$ cat src/rtl/da2_wavegen.sv
// da2_wavegen: tick-paced waveform generator feeding a DAC interface
// Produces constant/saw/triangle/square samples and hands them off via update.
module da2_wavegen (
   input  logic        clk,
   input  logic        rst,
   input  logic        en,
   input  logic [1:0]  mode,
   input  logic [11:0] step,
   input  logic [15:0] period,
   input  logic        dac_busy,
   input  logic        clr_ovr,
   output logic [11:0] val,
   output logic        update,
   output logic        overrun
);

   typedef enum logic [1:0] {
      IDLE  = 2'd0,
      ISSUE = 2'd1,
      ACK   = 2'd2,
      DONE  = 2'd3
   } state_t;

   state_t      state_q;
   logic [15:0] cnt_q, cnt_d;
   logic [11:0] acc_q, acc_d;
   logic        dir_q, dir_d;
   logic [11:0] val_q;
   logic        upd_q;
   logic        ovr_q;
   logic        tick;
   logic [12:0] sum;

   assign val     = val_q;
   assign update  = upd_q;
   assign overrun = ovr_q;

   // Sample tick divider: one tick every period+1 enabled cycles
   always_comb begin
      tick  = en && (cnt_q == period);
      cnt_d = cnt_q + 16'd1;
      if (!en || tick) begin
         cnt_d = 16'd0;
      end
   end

   // Next sample and direction for the selected waveform
   always_comb begin
      acc_d = acc_q;
      dir_d = 1'b0;
      sum   = {1'b0, acc_q} + {1'b0, step};
      unique case (mode)
         2'b00: acc_d = step;
         2'b01: acc_d = sum[11:0];
         2'b10: begin
            if (!dir_q) begin
               if (sum >= 13'd4095) begin
                  acc_d = 12'hFFF;
                  dir_d = 1'b1;
               end else begin
                  acc_d = sum[11:0];
               end
            end else begin
               if (acc_q <= step) begin
                  acc_d = 12'h000;
               end else begin
                  acc_d = acc_q - step;
                  dir_d = 1'b1;
               end
            end
         end
         2'b11: acc_d = (acc_q == 12'h000) ? 12'hFFF : 12'h000;
      endcase
   end

   // Counter and waveform state; acc advances on every tick
   always_ff @(posedge clk or posedge rst) begin
      if (rst) begin
         cnt_q <= 16'd0;
         acc_q <= 12'h000;
         dir_q <= 1'b0;
      end else begin
         cnt_q <= cnt_d;
         if (tick) begin
            acc_q <= acc_d;
            dir_q <= dir_d;
         end
      end
   end

   // Transfer handshake FSM with registered val/update/overrun
   always_ff @(posedge clk or posedge rst) begin
      if (rst) begin
         state_q <= IDLE;
         val_q   <= 12'h000;
         upd_q   <= 1'b0;
         ovr_q   <= 1'b0;
      end else begin
         upd_q <= 1'b0;
         if (tick && (state_q != IDLE)) begin
            ovr_q <= 1'b1;
         end else if (clr_ovr) begin
            ovr_q <= 1'b0;
         end
         unique case (state_q)
            IDLE: begin
               if (tick) begin
                  val_q   <= acc_d;
                  state_q <= ISSUE;
               end
            end
            ISSUE: begin
               if (!dac_busy) begin
                  upd_q   <= 1'b1;
                  state_q <= ACK;
               end
            end
            ACK: begin
               if (dac_busy) begin
                  state_q <= DONE;
               end
            end
            DONE: begin
               if (!dac_busy) begin
                  state_q <= IDLE;
               end
            end
         endcase
      end
   end

endmodule

$ cat config.mk
export PLATFORM = sky130hd
export DESIGN_NAME = da2_wavegen
export DESIGN_NICKNAME = d
export VERILOG_FILES = /design/src/rtl/da2_wavegen.sv
export SDC_FILE = /design/constraint.sdc
export NUM_CORES = 1
export LEC_CHECK = 0
export ABC_AREA = 1
export ABC_CLOCK_PERIOD_IN_PS = 3030
export CAP_MARGIN = 20
export CORE_MARGIN = 2
export CORE_UTILIZATION = 59
export CTS_BUF_LIST = sky130_fd_sc_hd__clkbuf_8
export DETAILED_ROUTE_END_ITERATION = 10
export HOLD_SLACK_MARGIN = 0.15
export PLACE_DENSITY = 0.84
export SYNTH_ARGS = -nofsm -noshare
export SYNTH_HDL_FRONTEND = slang
export SYNTH_SLANG_ARGS = --single-unit
$ cat constraint.sdc
create_clock -name clk -period 3.03 [get_ports clk]
set_clock_uncertainty 0.15 [all_clocks]
set_input_delay 0.606 -clock clk [delete_from_list [all_inputs] [get_ports clk]]
set_output_delay 0.606 -clock clk [all_outputs]
set_load 0.02 [all_outputs]
Word-level counts from Yosys, hierarchy flattened
Cells that the tools add are included.

Input port bits: 35. Bits in registers: 45. Word-level logic and storage cells: 53. Output and inout bits: 14.

Add/subtract/negate cells: 3. Muxes and demuxes: 19. Reduce and logical (&&, ||, !) cells: 11. Equal/unequal tests: 11. Magnitude comparators: 2.

Operators by type and width (number): $mux W12 (4); $pmux W12 S4 (1); $add A16 B1 Y16 const B (1); $eq A16 B16 Y1 (1); $mux W16 (1); $add A12 B12 Y13 (1); $ge A13 B12 Y1 const B (1); $le A12 B12 Y1 (1); $logic_not A12 Y1 (1); $sub A12 B12 Y12 (1); $eq A2 B2 Y1 const B (4); $mux W1 (8); $mux W2 (4); $ne A2 B2 Y1 const B (4); $pmux W2 S4 (1); $eq A2 B1 Y1 const B (2); $logic_not A2 Y1 (2); $reduce_and A4 Y1 (1); $reduce_bool A2 Y1 (2); $logic_and A1 B1 Y1 (2); $reduce_and A2 Y1 (1); $logic_not A1 Y1 (1); $logic_or A1 B1 Y1 (1).

Longest topological paths before layout
Gate-level depths: netlist of run 1.

Word-level depth: 5. Depth in mapped cells: 18. Gate-level depth less buffers: 18.

Worst setup path after synthesis of run 1
No wires, ideal clock.

Path kind: in2reg. From: in step[0]. To: reg acc_q[3]. Library setup time: 66 ps. Stages: 18. Required time: 2814 ps. Path slack: 535 ps. Arrival time: 2279 ps. Path buffers: 0. Cell sequence: ha_1 > inv_1 > fa_1 > inv_1 > nand2_2 > nand2_2 > nand2_2 > nand2_1 > nand2_1 > nor2_1 > nand2_1 > nor2_4 > nand4_4 > nand4_1 > nand2_1 > nand2_1 > nand3_1 > nand2_1.

Cells in the longest elaborated chain, start to end: 5. Elaborated cells between the ends (all ways): 8. Those cells by class: add/sub (2); order compare (2); mux (4).

RTL lines: from (decl) (RTL line 8) `input logic [11:0] step,`; $add A12 B12 Y13 (RTL line 51) `sum = {1'b0, acc_q} + {1'b0, step};`; $ge A13 B12 Y1 (RTL line 57) `if (sum >= 13'd4095) begin`; $mux W12 (RTL line 57); $mux W12 (RTL line 56) `if (!dir_q) begin`; $pmux W12 S4 * (RTL line 52) `unique case (mode)`; to (signal assigned) (RTL line 80) `acc_q <= 12'h000;`; to (signal assigned) (RTL line 85) `acc_q <= acc_d;`; to (decl) (RTL line 26) `logic [11:0] acc_q, acc_d;`.

Mark *: on every way between the ends. The rest lies on a longest branch, timed or not. A chain may end at the register's enable or synchronous reset.

Worst setup path after layout of run 1
From: in step[9]. To: reg dir_q.

Cells in the longest elaborated chain, start to end: 5. Elaborated cells between the ends (all ways): 7. Those cells by class: add/sub (1); order compare (2); mux (4).

RTL lines: $add A12 B12 Y13 (RTL line 51); $ge A13 B12 Y1 (RTL line 57); $mux W1 (RTL line 57); $mux W1 * (RTL line 56); $mux W1 * (RTL line 52); to (signal assigned) (RTL line 86) `dir_q <= dir_d;`; to (decl) (RTL line 27) `logic dir_q, dir_d;`.

Marks and branches as above.

==> out/metrics.cfg, run 1 <==
[floorplan]
core_area_um2=6720
dieArea_um2=7550
rows=30
io_pins=49
start_util_pct=60.3
die_w_um=86.9
die_h_um=86.9

[sta]
rsz0062_at_grt=true
post-route-period-util_pct=97.8
fin_hold_ws_ns=0.342
slew_headroom_pct=61.0
worstMarginPinSlew_ns=0.584
timing.final.max_slew_violations=0
setup_violations=0
fmax_mhz=337
fin_crit_ns=2.96
finalHoldViolations=0

[global_route]
grt_max_degree=17
grt_pass1_wl_mm=19.6
grt_usage_pct=32.6
antenna_found_initial=0
overflow=0
grt_pass1_vias=4411

[power]
p_clk_share_pct=27.9
power_density_nw_per_um2=280
p_comb_share_pct=29.2
p_leak_nw=2.71
switchingPower_w=0.000465
switching_share_pct=31.1
peakVddDrop_mv=0.413
internal_power_w=0.00103
p_total_w=0.00149
seqPwrFrac_pct=42.8

[cells_and_area]
nFillCells=486
multi_input_area_um2=2610
nNetsFinal=770
drive_gt1_share_pct=22.3
area_growth_syn_to_layout_pct=31.8
antenna_cells=0
fin_cells=784
stdcell_area_um2=5340
regArea_um2=1130

[clock_network]
path_clk_slew_ns=0.09
post_cts_buffers=0
clock_latency_ns=0.30
htree_levels=2
cts_sinks=45
clk_path_buf_depth=2
cts_tree=done
cts-resized-gates=0
cts_buffers=5
cts_root_buffer=clkbuf_8
holdBufCountCts=0

[detailed_routing]
first_pass_iters=8
num_vias=4442
drt-initial-drc-count=357
vias_per_cell=5.67
drcViolationCount=0
antenna_left=0
wl_per_cell_um=15.5
wirelength_mm=12.2

[critical_path]
worstPathMaxFanout=6
regToRegEndpoint=dir_q
cp-startpoint=step[9]
startpoint_type=primary input
crit_path_cell_trace=clkdlybuf4s50_1 -> inv_1 -> ha_1 -> a21oi_2 -> o21bai_1 -> a21oi_1 -> o211ai_1 -> nand2_1 -> nand2_2 -> nand2_4 -> clkinv_2 -> buf_4 -> o22ai_1 -> inv_1
reg2reg_slack_ns=0.43
crit_top_cell=inv_1
ff2ff_path_depth=15
critPathCaptureType=register
crit_type=primary input to register
r2r-start=acc_q[0]
cp_slowest_cell=clkdlybuf4s50_1
slowest_delay_ns=0.49
worstPathRequired_ns=3.07
arrival_ns=3.00

[hold_path]
min_path_cells=2
min_to=val[4]
hold_start=val[4]
hold_class=register to register

[synthesis]
synth_nets=644
syn_area_um2=4050
syn_inst=577
yosys_warnings=0
synth.avg_cell_area_um2=7.03
synth_cell_types=48
ys_ff_latch=45
yosysSeqAreaShare_pct=27.8

[placement]
io_buffers=48
post-dp-hpwl_mm=9.59
gp_congestion=1.08
dp_cells=776
placed_area_um2=5190

[job]
drv_cap=0

[status]
status=completed

state kept, by name, indices dropped and copies added (netlist names):
signal	cells
val	12
cnt_q	16
update	1
overrun	1
state_q	2
dir_q	1
acc_q	12
cells in the mapped netlist (all sizes together):
| library cell | n | area (um2) |
|---|---|---|
| o31ai | 1 | 12.5 |
| a21oi | 33 | 176 |
| nand3 | 54 | 290 |
| a31oi | 7 | 43.8 |
| a221oi | 1 | 8.76 |
| and2 | 1 | 6.26 |
| o211ai | 4 | 30.0 |
| clkbuf | 4 | 15.0 |
| inv | 76 | 288 |
| nor4 | 3 | 18.8 |
| ha | 30 | 375 |
| nand2 | 163 | 654 |
| nand4 | 15 | 109 |
| nor3 | 13 | 86.3 |
| and3 | 1 | 7.51 |
| xnor2 | 14 | 123 |
| o22ai | 3 | 18.8 |
| nor2 | 47 | 229 |
| dfrtp | 45 | 1130 |
| xor2 | 6 | 52.6 |
| clkinv | 2 | 8.75 |
| fa | 2 | 40.0 |
| o2111ai | 1 | 8.76 |
| or2 | 3 | 18.8 |
| o21a | 4 | 30.0 |
| o21ai | 23 | 119 |
| o21bai | 5 | 41.3 |
| nor3b | 7 | 57.6 |
| buf | 9 | 58.8 |
power groups by stage:
stage,logic [W],clock network [W],registers [W]
floorplan,0.000231,0,0.000651
global placement,0.000403,0,0.000647
detailed placement,0.000425,0,0.000650
CTS,0.000429,0.000416,0.000639
global route,0.000484,0.000445,0.000642
finish,0.000437,0.000418,0.000640
cell families after synthesis:
kind of cell	count (synthesis)	share of synthesized area, %
xor gates and xnor gates	20	4.32
and+or+nand+nor	307	36.5
AOI/OAI and AO/OA	82	12.1
adders and majority gates	32	10.2
buffers and inverters	91	9.14
DFF	45	27.8
worst max-delay path: cells and delay by family:
| kind | cells | cell delay, ns |
|---|---|---|
| AOI/OAI and AO/OA | 5 | 0.80 |
| buffers and inverters | 5 | 0.89 |
| adders and majority gates | 1 | 0.40 |
| and+or+nand+nor | 3 | 0.32 |
metal layers:
layer | routed length, um | part of all wire (%) | GRT usage (%) | vias up
met4 | 314 | 2.6 | 11.5 | 0
met2 | 6000 | 49 | 57.0 | 209
met1 | 5030 | 41 | 41.1 | 2068
li1 | - | - | - | 2135
met3 | 832 | 6.8 | 4.45 | 30
met5 | 0 | 0 | 0 | -
cell type report:
| type | instances | share of cell area [%] |
|---|---|---|
| repair buffers | 132 | 20.8 |
| clock inverters | 1 | 0.0937 |
| multi-input cells | 441 | 48.8 |
| flip-flops and latches | 45 | 21.1 |
| inverters | 78 | 5.55 |
| well taps | 80 | 1.87 |
| clock buffers | 7 | 1.80 |
through the flow:
stage / TNS, ns / setup WS [ns] / utilization [%]
2_1_floorplan: 0 / 0.535 / -
3_3_place_gp: -3.27 / -0.173 / 77.3
5_1_grt: -0.143 / -0.0342 / 79.5
3_5_place_dp: -5.55 / -0.292 / 77.3
4_1_cts: 0 / 0.000430 / 78.8
6_report: 0 / 0.0658 / 79.5
worst max-delay path by stage:
| stage | end | cells past startpoint |
|---|---|---|
| 2_1_floorplan | acc_q[3] | 18 |
| 3_3_place_gp | val[3] | 17 |
| 3_5_place_dp | acc_q[5] | 19 |
| 4_1_cts | acc_q[5] | 19 |
| 5_1_grt | acc_q[5] | 16 |
| 6_report | dir_q | 14 |
cell usage in the layout, fill, tap and decap left out, types with 3 or more instances in the layout:
cell type        count
a21oi_1             29
a21oi_2              3
a31oi_1              7
buf_4               84
clkbuf_8             7
clkdlybuf4s50_1     47
dfrtp_1             45
ha_1                25
ha_2                 4
inv_1               62
inv_2               12
nand2_1            147
nand2_2             14
nand3_1             50
nand3_2              4
nand4_1             14
nor2_1              38
nor2_2               3
nor2_4               6
nor3_1               9
nor3_2               3
nor3b_1              6
nor4_1               3
o211ai_1             4
o21a_1               4
o21ai_0             16
o21ai_1              6
o21bai_1             4
o22ai_1              3
xnor2_1             14
xor2_1               6
No activity file was read; power rests on OpenSTA's default activity.
==> run 2: changes to the inputs <==
--- a/config.mk
+++ b/config.mk
@@ -7,7 +7,6 @@
 export LEC_CHECK = 0
 export ABC_AREA = 1
 export ABC_CLOCK_PERIOD_IN_PS = 3030
-export CAP_MARGIN = 20
 export CORE_MARGIN = 2
 export CORE_UTILIZATION = 59
 export CTS_BUF_LIST = sky130_fd_sc_hd__clkbuf_8
==> results of run 2 <==
Final layout, timing and power as in run 1 (identical DEF).
==> RTL edit 1: new RTL, flow settings as in run 1 <==
Make the reset (`rst`) synchronous in 2 clocked blocks.
--- a/src/rtl/da2_wavegen.sv
+++ b/src/rtl/da2_wavegen.sv
@@ -76,3 +76,3 @@
    // Counter and waveform state; acc advances on every tick
-   always_ff @(posedge clk or posedge rst) begin
+   always_ff @(posedge clk) begin
       if (rst) begin
@@ -91,3 +91,3 @@
    // Transfer handshake FSM with registered val/update/overrun
-   always_ff @(posedge clk or posedge rst) begin
+   always_ff @(posedge clk) begin
       if (rst) begin
Check against the original RTL: differs if rst is asserted again (counterexample within 4 cycles, from zero or initial values and one cycle with rst high); with rst held inactive, the same outputs for 4 cycles.
==> RTL edit 1 against run 1 <==
  * Worst hold slack got worse by 0.012 ns
  * Count of clock-buffer cells in the layout fell by 2
  * Area after synthesis fell by 4.8%
  * Cell area fell by 1.2%
  * Non-clock buffer count did not move
  * Wire length rose by 0.90%
  * Sequential cell count did not move
  * Power fell by 3.1%
  * Die area fell by 4.5%
  * Setup slack got worse by 0.059 ns
  * Final cell count fell by 0.64%
==> RTL edit 1: results (changes against run 1) <==
Clock tree
  – Clk_lat worst skew: 0.29 ns
  – Number of H-tree levels: 2 (unchanged)
  – Root buffer cell: clkbuf_8
  – Clock Path Buffers: 2 (unchanged)
  – Clk slew on worst S/H paths: 0.08 ns
  – Num CTS Buffers: 5 (unchanged)

Power and ir drop
  – Net Sw Frac: 29.2% (-1.9 points)
  – Sequential Power Share: 42.2% (-0.6 points)
  – Peak supply drop: 333 µV (-19%)
  – Clk pwr: 0.444 mW (+6.2%)
  – Clock power frac: 30.6% (+2.7 points)
  – Static leakage: 2.49 nW (-7.8%)

Outcome
  – Status: finished clean

Finish
  – Fillers: 437 (-10%)
  – Layout cell share with drive strength beyond 1: 24.9% (+2.6 points)
  – Max FFs per register: 16 (unchanged)
  – Most flop-heavy register: cnt_q
  – Nets: 769 (-0.13%)
  – Antenna fix cells: 0 (unchanged)

Place
  – Pre-CTS WS: -0.388 ns (-0.0960 ns)
  – RePlAce Congestion: 0.999 (-7.3%)
  – Port Buf Inserts: 48 (unchanged)
  – DP HPWL: 9670 µm (+0.83%)

Synth
  – Post-synth ARST share: 0% (-100 points)
  – Post-synth top cells: nand2_1, inv_1, a21oi_1
  – Ys Warns: 0 (unchanged)
  – Largest cells by area after synthesis: dfxtp_1, nand2_1, ha_1
  – Post-synth top flop: dfxtp_1
  – Unique masters post-synth: 42 (-13%)
  – Register area share after synthesis: 23.3% (-4.4 points)
  – Syn_nets: 646 (+0.31%)

Critical path
  – Crit Path Max Fanout: 7 (+1)
  – Data arrival time of the worst path: 3.06 ns (+0.06 ns)
  – Max stage delay on crit path: 0.50 ns
  – Slowest cell on crit path: clkdlybuf4s50_1
  – CP top delay family: simple AND/OR/NAND/NOR gates

Drt
  – Vias: 4340 (-2.3%)
  – DR pass1 iterations: 5 (-3)
  – Routed WL: 12300 µm (+0.90%)
  – First DRT Iteration DRCs: 261 (-27%)

Global routing
  – Largest net degree at the start of global routing: 28 (+11)
  – First-pass GRT wire length: 19100 µm (-2.7%)
  – Antenna violations before repair: 0 (unchanged)
  – Global Route Usage Sum: 33.0% (+0.35 points)
  – Vias in the first global route: 4183 (-5.2%)

Min path
  – HP Class: register to register

STA
  – Slew @ Worst Pin: 0.671 ns (+0.0874 ns)
-- RTL edit 1: area by class of cell --
cell class | instances | area (µm²) | share of cell area (%)
timing repair buffer | 132 | 1130 | 21.4
inverter | 83 | 312 | 5.90
sequential | 45 | 901 | 17.1
multi-input combinational | 435 | 2740 | 51.9
clock buffer | 5 | 68.8 | 1.30
clock inverter | 2 | 35.0 | 0.663
tap | 77 | 96.3 | 1.82
-- RTL edit 1: final timing paths --
kind,start,to,slack (ns),cells past startpoint
max,step[1],acc_q[2],0.007,18
min,overrun,overrun,0.33,2
max reg2reg,acc_q[0],acc_q[2],0.35,19
min reg2reg,overrun,overrun,0.33,2
-- RTL edit 1: per-layer routing --
metal | global-route usage, % | up-vias | wire length (µm)
met5 | 0 | - | 0
met4 | 12.7 | 0 | 437
met3 | 3.89 | 28 | 712
met2 | 58.5 | 188 | 6060
met1 | 40.9 | 1978 | 5070
li1 | - | 2146 | -
-- RTL edit 1: timing repair --
| action | in CTS | in global routing |
|---|---|---|
| cloned | 0 | 0 |
| pin swaps | 0 | 14 |
| endpoints found under the setup margin | 22 | 25 |
| resized for setup | 6 | 59 |
| buffers inserted | 0 | 1 |
-- RTL edit 1: through the flow --
step                      std cells  utilization, %  instance area (µm²)
after CTS                       778            79.2                 5030
after detailed placement        771            77.5                 4920
after floorplan                 579               -                 3860
after global placement          771            77.5                 4920
final                           779            83.2                 5280
after global routing            779            83.2                 5280
-- RTL edit 1: cells by family (layout without fill, tap and decap cells) --
logic type | count (synthesis) | in the layout | share of synthesized area [%]
buffers and inverters | 99 | 222 | 12.1
AO/OA/AOI/OAI | 121 | 121 | 17.7
flip-flops | 45 | 45 | 23.3
XOR/XNOR | 25 | 25 | 5.67
AND/OR/NAND/NOR | 257 | 257 | 30.5
adder cells (fa/ha/maj) | 32 | 32 | 10.8
==> RTL edit 2: new RTL, config.mk and constraints of run 1 <==
Without the edit above. The 4 states of `state_t` get a one-hot encoding in 4 bits.
--- a/src/rtl/da2_wavegen.sv
+++ b/src/rtl/da2_wavegen.sv
@@ -16,7 +16,7 @@
 
-   typedef enum logic [1:0] {
-      IDLE  = 2'd0,
-      ISSUE = 2'd1,
-      ACK   = 2'd2,
-      DONE  = 2'd3
+   typedef enum logic [3:0] {
+      IDLE  = 4'b0001,
+      ISSUE = 4'b0010,
+      ACK   = 4'b0100,
+      DONE  = 4'b1000
    } state_t;
Formal check against the unedited RTL: same outputs for any inputs over 4 cycles, from zero or initial values and one cycle with rst high; so few cycles prove little.
==> RTL edit 2 against run 1 <==
  * The flow now finishes with violations (setup timing)
  * Count of clock-buffer cells in the layout shrank 1
  * Wire length grew 11%
  * Cell area grew 3.8%
  * Sequential power grew 6.6%
  * Non-clock buffer count grew 17
  * Area after synthesis shrank 0.52%
  * Sequential cell count grew 2
  * Power grew 5.6%
  * Setup slack lost 0.093 ns
  * Register-to-register slack lost 0.19 ns
  * Clock power is essentially flat
  * Critical path type unchanged
  * Critical endpoint is now acc_q[10]
  * Largest cell class unchanged
  * Largest power group unchanged
==> RTL edit 2: results (changes against run 1) <==
Outcome
  – Status: finished with violations
  – Failing checks: setup timing

Drt
  – Via density per instance: 5.87 (+3.7%)
  – Metal-1 WL: 5240 µm (+4.1%)
  – DR pass1 iterations: 7 (-1)
  – First DRT Iteration DRCs: 475 (+33%)
  – Metal2 WL: 6560 µm (+9.5%)
  – Met3 WL: 1330 µm (+59%)
  – Routed WL: 13600 µm (+11%)

Critical path
  – CP top delay family: simple AND/OR/NAND/NOR gates

Place
  – Dpl cells: 805 (+3.7%)
  – DP HPWL: 9900 µm (+3.2%)
  – Placed inst area: 5250 µm² (+1.1%)

Synth
  – Largest cells by area after synthesis: dfrtp_1, nand2_1, ha_1
  – Unique masters post-synth: 41 (-15%)
  – Avg Cell Area, Syn: 6.75 µm² (-3.9%)
  – Register area share after synthesis: 29.2% (+1.4 points)
  – Post-synth top cells: nand2_1, inv_1, nand3_1

Finish
  – Nets: 798 (+3.6%)
  – Layout cell share with drive strength beyond 1: 23.2% (+0.90 points)

Global routing
  – Met3 GRT Util: 6.67% (+2.2 points)
  – Met1 Usage GRT: 45.8% (+4.6 points)
  – First-pass GRT wire length: 20400 µm (+4.0%)
  – Largest net degree at the start of global routing: 48 (+31)
  – Global Route Usage Sum: 34.3% (+1.7 points)
  – Met2 usage: 56.9% (-0.12 points)

STA
  – Setup violators final: 3 (+3)
  – Setup Total Neg Slack: -0.0636 ns (-0.0636 ns)
  – Rel. slew slack: 59.0% (-2.0 points)
  – Hold WS: 0.344 ns (+0.00268 ns)
  – PnR worst setup slack: -0.0270 ns (-0.0928 ns)

Power and ir drop
  – Peak supply drop: 350 µV (-15%)
  – Static leakage: 2.91 nW (+7.7%)
RTL edit 2: cell types whose count changed after synthesis, sizes merged, moves of 4 or more:
| cell | before | now |
|---|---|---|
| a211oi | 0 | 4 |
| ha | 30 | 25 |
| inv | 76 | 82 |
| nand2 | 163 | 173 |
| nand3 | 54 | 61 |
| nor2 | 47 | 55 |
| o21ai | 23 | 17 |
| xnor2 | 14 | 9 |
| xor2 | 6 | 12 |
RTL edit 2: kinds of logic (layout without fill, tap and decap cells):
kind of cell	count (synthesis)	in the layout	synth area share [%]
AND/OR/NAND/NOR	332	332	36.7
buffers and inverters	99	239	10.2
AO/OA/AOI/OAI	71	71	10.5
flip-flops	47	47	29.2
adder cells (fa/ha/maj)	27	27	8.75
XOR/XNOR	21	21	4.56
RTL edit 2: final cells by class:
class	instances	area (µm²)
Clock inverter	2	16.3
Tap cell	80	100
Clock buffer	6	82.6
Multi-Input combinational cell	451	2610
Fill cell	407	1170
Inverter	82	308
Timing Repair Buffer	149	1250
Sequential cell	47	1180
RTL edit 2: where the power goes:
part           leakage, nW  switching, mW  internal (mW)
sequential           0.641         0.0211          0.661
clock               0.0474          0.231          0.187
combinational         2.23          0.260          0.219
RTL edit 2: path summary, 6_finish.rpt:
check | startpoint | to | cells after the start
worst max-delay path | step[6] | acc_q[10] | 17
worst min-delay path | val[4] | val[4] | 2
worst max register to register | acc_q[0] | acc_q[10] | 18
worst min register to register | val[4] | val[4] | 2
max in group asynchronous | rst | cnt_q[9] | 3
min in group asynchronous | rst | update | 3
RTL edit 2: repair_timing:
| action | in CTS | in global routing |
|---|---|---|
| endpoints found under the setup margin | 21 | 25 |
| pin swaps | 2 | 13 |
| gates resized for setup | 9 | 37 |
| setup buffers | 0 | 4 |
| hold buffers | 0 | 0 |
